<file path="config.mk">
export PLATFORM = sky130hd
export DESIGN_NAME = filt_multi
export DESIGN_NICKNAME = d
export VERILOG_FILES = /design/src/rtl/filt_pkg.sv /design/src/rtl/filt_chan.sv /design/src/rtl/filt_multi.sv
export SDC_FILE = /design/constraint.sdc
export NUM_CORES = 1
export LEC_CHECK = 0
export CAP_MARGIN = 20
export CORE_ASPECT_RATIO = 0.9
export CORE_MARGIN = 5
export CORE_UTILIZATION = 34
export CTS_CLUSTER_DIAMETER = 150
export DETAILED_ROUTE_END_ITERATION = 10
export GPL_TIMING_DRIVEN = 0
export PLACE_DENSITY_LB_ADDON = 0.25
export SLEW_MARGIN = 20
export SYNTH_ARGS = -nofsm -noshare
export SYNTH_HDL_FRONTEND = slang
export SYNTH_SLANG_ARGS = --single-unit
</file>
<file path="constraint.sdc">
create_clock -name clk -period 1.15 [get_ports clk]
set_clock_uncertainty 0.1 [all_clocks]
set_input_delay 0.345 -clock clk [delete_from_list [all_inputs] [get_ports clk]]
set_output_delay 0.345 -clock clk [all_outputs]
set_load 0.01 [all_outputs]
</file>
<file path="src/rtl/filt_pkg.sv">
// rtl/filt_pkg.sv - shared helpers and default thresholds for the glitch filter
package filt_pkg;

    localparam int DEF_RISE = 3;
    localparam int DEF_FALL = 3;
    localparam int DEF_SYNC = 2;

    function automatic int max2(input int a, input int b);
        return (a > b) ? a : b;
    endfunction

    // Counter only ever reaches threshold-1, so clog2 of the larger threshold suffices.
    function automatic int cnt_width(input int rise_n, input int fall_n);
        return max2(1, $clog2(max2(rise_n, fall_n)));
    endfunction

endpackage

</file>
<file path="src/rtl/filt_chan.sv">
// rtl/filt_chan.sv - one glitch-filter/debounce channel
// Ports: clk, rst (sync, active-high), en (sample enable), i (raw input),
//        y (filtered level), rise / fall (1-cycle edge pulses), all registered.
module filt_chan
    import filt_pkg::*;
#(
    parameter int   RISE = DEF_RISE,
    parameter int   FALL = DEF_FALL,
    parameter int   SYNC = DEF_SYNC,
    parameter logic INIT = 1'b0
) (
    input  logic clk,
    input  logic rst,
    input  logic en,
    input  logic i,
    output logic y,
    output logic rise,
    output logic fall
);

    localparam int            CW        = cnt_width(RISE, FALL);
    localparam logic [CW-1:0] RISE_LAST = CW'(RISE - 1);
    localparam logic [CW-1:0] FALL_LAST = CW'(FALL - 1);

    logic s;

    // Synchroniser shifts every cycle, regardless of en.
    generate
        if (SYNC == 0) begin : g_nosync
            assign s = i;
        end else begin : g_sync
            logic [SYNC-1:0] sync_q;
            logic [SYNC-1:0] sync_d;

            always_comb begin
                sync_d    = sync_q << 1;
                sync_d[0] = i;
            end

            always_ff @(posedge clk) begin
                if (rst) begin
                    sync_q <= {SYNC{INIT}};
                end else begin
                    sync_q <= sync_d;
                end
            end

            assign s = sync_q[SYNC-1];
        end
    endgenerate

    logic          y_q, y_d;
    logic          rise_q, rise_d;
    logic          fall_q, fall_d;
    logic [CW-1:0] c_q, c_d;
    logic [CW-1:0] th_last;

    always_comb begin
        y_d     = y_q;
        c_d     = c_q;
        rise_d  = 1'b0;
        fall_d  = 1'b0;
        // Threshold follows the current level, so FALL applies right after a rise.
        th_last = y_q ? FALL_LAST : RISE_LAST;
        if (en) begin
            if (s == y_q) begin
                // Any agreeing sample breaks the run.
                c_d = '0;
            end else if (c_q == th_last) begin
                y_d    = ~y_q;
                c_d    = '0;
                rise_d = ~y_q;
                fall_d = y_q;
            end else begin
                c_d = c_q + 1'b1;
            end
        end
    end

    always_ff @(posedge clk) begin
        if (rst) begin
            y_q    <= INIT;
            c_q    <= '0;
            rise_q <= 1'b0;
            fall_q <= 1'b0;
        end else begin
            y_q    <= y_d;
            c_q    <= c_d;
            rise_q <= rise_d;
            fall_q <= fall_d;
        end
    end

    assign y    = y_q;
    assign rise = rise_q;
    assign fall = fall_q;

endmodule

</file>
<file path="src/rtl/filt_multi.sv">
// rtl/filt_multi.sv - N-channel glitch filter and debouncer
// Ports: clk, rst (sync, active-high), en (shared sample enable),
//        i[N] (raw inputs), y[N] (filtered levels), rise[N] / fall[N] (edge pulses).
module filt_multi
    import filt_pkg::*;
#(
    parameter int   N    = 4,
    parameter int   RISE = DEF_RISE,
    parameter int   FALL = DEF_FALL,
    parameter int   SYNC = DEF_SYNC,
    parameter logic INIT = 1'b0
) (
    input  logic         clk,
    input  logic         rst,
    input  logic         en,
    input  logic [N-1:0] i,
    output logic [N-1:0] y,
    output logic [N-1:0] rise,
    output logic [N-1:0] fall
);

    genvar k;
    generate
        for (k = 0; k < N; k++) begin : g_chan
            filt_chan #(
                .RISE (RISE),
                .FALL (FALL),
                .SYNC (SYNC),
                .INIT (INIT)
            ) u_chan (
                .clk  (clk),
                .rst  (rst),
                .en   (en),
                .i    (i[k]),
                .y    (y[k]),
                .rise (rise[k]),
                .fall (fall[k])
            );
        end
    endgenerate

endmodule

</file>
==> summary.md <==
| Metric | Value |
|---|---|
| Status | `finished with violations` |
| Violated checks | `negative setup slack` |
| Part of the power in the clock network | `34.7%` |
| Routed len/inst | `13.17 um` |
| Fin crit share | `102.5%` |
| Internal | `0.001364 W` |
| Worst r2r dst | `g_chan[0].u_chan.c_q[0]` |
| Initial antenna violation count | `0` |
| Register area share after synthesis | `between 40 and 50%` |
| Static leakage | `0.5689 nW` |
| Fmax | `0.8485 GHz` |
| Initial Utilization | `around a third` |
| DP Area | `1426 um2` |
| Crit Path Max Fanout | `2` |
| Pin count of the biggest net entering global routing | `16` |
| Switching Power | `0.0003679 W` |
| Final core utilization | `45.96%` |
| Gpl congestion | `about 0.74` |
| Layout cells sized above 1 | `55.20%` |
| CTS sink count | `28` |
| Pre-CTS worst setup slack | `-0.6205 ns` |
| Buffers and inverters on the worst path | `1` |
| Post-synthesis mux area share | `between 3 and 4%` |
| Dominant combinational cell family by area after synthesis | `simple AND/OR/NAND/NOR gates` |
| Worst Setup SP | `g_chan[1].u_chan.y` |
| Detailed-route DRC error count | `0` |
| Crit-path leading delay family | `flip-flops` |
| Synth Area in Adders | `0%` |
| Slowest cell on the critical path | `dfxtp_4` |
| Worst-Margin Slew | `0.4765 ns` |
| Die Y | `around 66 um` |
| Logic pwr share | `7.8%` |
| CTS clk-pin slew, worst paths | `around 0.09 ns` |
| Routed Antenna Nets | `0` |
| Worst slew margin | `68.23%` |
| Hold-critical path depth | `3` |
| Num ports | `19` |
| ANT cells | `0` |
| Final hold violation count | `0` |
| RSZ-0062 raised after global routing | `yes` |
| Register bit total from synthesis | `28` |
| WP data required | `0.70 ns` |
| DP Wirelength | `1532 um` |
| Compound-Gate Fraction of Synth Area | `between 7 and 8%` |
| R2R setup slack | `0.01 ns` |
| Critical path endpoint category | `output port` |
| Total Routing Usage GR | `10.40%` |
| Setup crit start kind | `register` |
| Vias per cell | `4.840` |
| Hold Slack | `0.3160 ns` |
| Min-delay src | `rst` |
| Seq pwr share | `a little under three fifths` |
| Max Transition Viols Final | `0` |
| Setup violations, final | `9` |
| First-pass DRT Iterations | `4` |
| Inserted Clock Buffers | `3` |
| Cell area power density | `1116 nW/um2` |
| GRT overflow | `0` |
| Core area | `roughly 3400 um2` |
| CTS Buffer Depth | `2` |
| Number of global-route vias before repair | `865` |
| Mapped Nets | `113` |
| Nets | `around 130` |
| DIE AREA | `4776 um2` |
| Final worst setup slack | `-0.02854 ns` |
| Worst ir drop on vdd | `between 0.7 and 0.8 mV` |
| YS warnings | `0` |
| Worst skew pair latency | `0.27 ns` |
| Non-Filler Cell Area, Final | `around 1600 um2` |
| Post-Syn Instances | `106` |
| Switch share | `21.24%` |
| Clock root buffer | `clkbuf_8` |
| Final min period | `roughly 1.2 ns` |
| Die width | `72.29 um` |
| Iteration-0 DRC count of the detailed router | `29` |
| CTS tree | `done` |
| Wire length of the first global-routing pass | `3864 um` |
| IO Port Bufs | `18` |
| Mapped Avg Cell Area | `11.20 um2` |
| Crit path cell chain | `buf_6` |
| CTS HTree Levels | `1` |
| Critical path arrival | `~0.73 ns` |
| Synth Area in Simple Gates | `25.92%` |
| Area grow syn2layout | `30.77%` |
| Worst R2R Start | `g_chan[0].u_chan.c_q[1]` |
| Post-Syn Area | `1187 um2` |
| Row count | `20` |
| Worst Reg2Reg Path Length in Cells | `2` |
| CP Class | `reg -> out` |
| Max-cap viol count | `0` |
| Xor/xnor share of the synthesized area | `around 3%` |
| Overall power | `approximately 0.0017 W` |
| Critical path depth | `1` |
| Netlist cell types | `21` |
| Via count | `about 820` |
| Total Wirelength | `around 2200 um` |
| CP peak stage delay | `0.35 ns` |
| Hold crit path type | `in -> reg` |
| Hold endpoint | `g_chan[0].u_chan.c_q[0]` |
[flip-flops by register name, summed over array words and instances (netlist names)]
register                     cells
g_chan.u_chan.c_q                8
g_chan.u_chan.fall               4
g_chan.u_chan.g_sync.sync_q      8
g_chan.u_chan.rise               4
g_chan.u_chan.y                  4
[metal layers]
layer | global-route usage (%) | share of wire [%]
met5 | 0 | 0
met4 | 1.408 | 0.54
met3 | 3.647 | 4.2
met2 | 19.09 | 52
met1 | 11.73 | 43
[timing repair]
action / CTS / global route
cloned: 2 / 0
buffers inserted: 5 / 2
setup endpoints to repair: 40 / 19
gates resized for setup: 90 / 10
hold buffers: 0 / 0
pin swaps: 3 / 1
[area by class of cell]
| class | instances | area (um2) |
|---|---|---|
| Fill cell | 326 | 1826 |
| Tap cell | 44 | 55.05 |
| Inverter | 5 | 18.77 |
| Sequential cell | 28 | 588.1 |
| Multi-Input combinational cell | 55 | 533.0 |
| Clock buffer | 4 | 55.05 |
| Buffer | 6 | 46.29 |
| Timing Repair Buffer | 27 | 256.5 |
[power by group through the flow]
stage | logic (W) | registers [W] | clock network (W)
2_1_floorplan | 0.0000780 | 0.00102 | 0
3_3_place_gp | 0.000115 | 0.00102 | 0
3_5_place_dp | 0.000118 | 0.00102 | 0
4_1_cts | 0.000130 | 0.000995 | 0.000628
5_1_grt | 0.000146 | 0.000999 | 0.000669
6_report | 0.000136 | 0.000996 | 0.000601
[kinds of logic after synthesis]
group	count (synthesis)
buffers and inverters	23
AOI/OAI and AO/OA	8
DFF	28
and+or+nand+nor	39
muxes	4
xor gates and xnor gates	4
[synth_stat cells (all sizes together)]
cell type / count / area share (%)
or3b: 3 / 2.2
nand3b: 4 / 3.2
clkbuf: 2 / 0.63
nand4bb: 1 / 0.95
o41ai: 3 / 2.2
xnor2: 4 / 3.0
or4b: 4 / 4.3
o32ai: 5 / 5.6
inv: 5 / 1.6
dfxtp: 28 / 47
nor2b: 8 / 4.2
nand2b: 8 / 4.2
nand2: 3 / 0.95
mux2i: 4 / 3.4
nor4b: 8 / 5.9
buf: 16 / 11
[worst max-delay path by stage]
| stage | slack [ns] | to |
|---|---|---|
| floorplan | -0.04 | g_chan[1].u_chan.c_q[0] |
| global placement | -0.59 | g_chan[3].u_chan.c_q[0] |
| detailed placement | -0.62 | g_chan[0].u_chan.fall |
| CTS | -0.04 | y[1] |
| global route | -0.06 | y[1] |
| finish | -0.03 | y[1] |
[tightest hold or removal path, cell delays in order]
cell and delay (ns):
buf_4 0.11, or4b_4 0.13, o32ai_4 0.06
[through the flow]
step | cells | setup TNS [ns]
floorplan | 106 | -0.1532
CTS | 167 | -0.2010
detailed placement | 168 | -17.94
finish | 169 | -0.06949
global placement | 168 | -17.50
global route | 169 | -0.5374
[cells in the final DEF (no fill, tap or decap)]
master / synthesis / layout
xnor2_1: 4 / 2
buf_6: 2 / 16
xnor2_2: 0 / 2
nand3b_2: 2 / 2
dfxtp_4: 0 / 1
nor4b_2: 0 / 2
nand2b_1: 8 / 8
dfxtp_2: 0 / 19
or4b_4: 3 / 4
o32ai_1: 2 / 1
mux2i_1: 4 / 4
o41ai_1: 3 / 2
nor4b_1: 8 / 6
or3b_2: 3 / 3
buf_4: 13 / 8
clkbuf_8: 0 / 4
dfxtp_1: 28 / 8
inv_1: 5 / 5
o32ai_4: 0 / 1
o32ai_2: 3 / 3
nand2_1: 3 / 3
clkdlybuf4s50_1: 0 / 4
buf_2: 1 / 3
nand3b_1: 2 / 2
nor2b_1: 8 / 8
o41ai_2: 0 / 1
nand4bb_1: 1 / 1
clkbuf_1: 2 / 2
No activity file was read; power rests on OpenSTA's default activity.
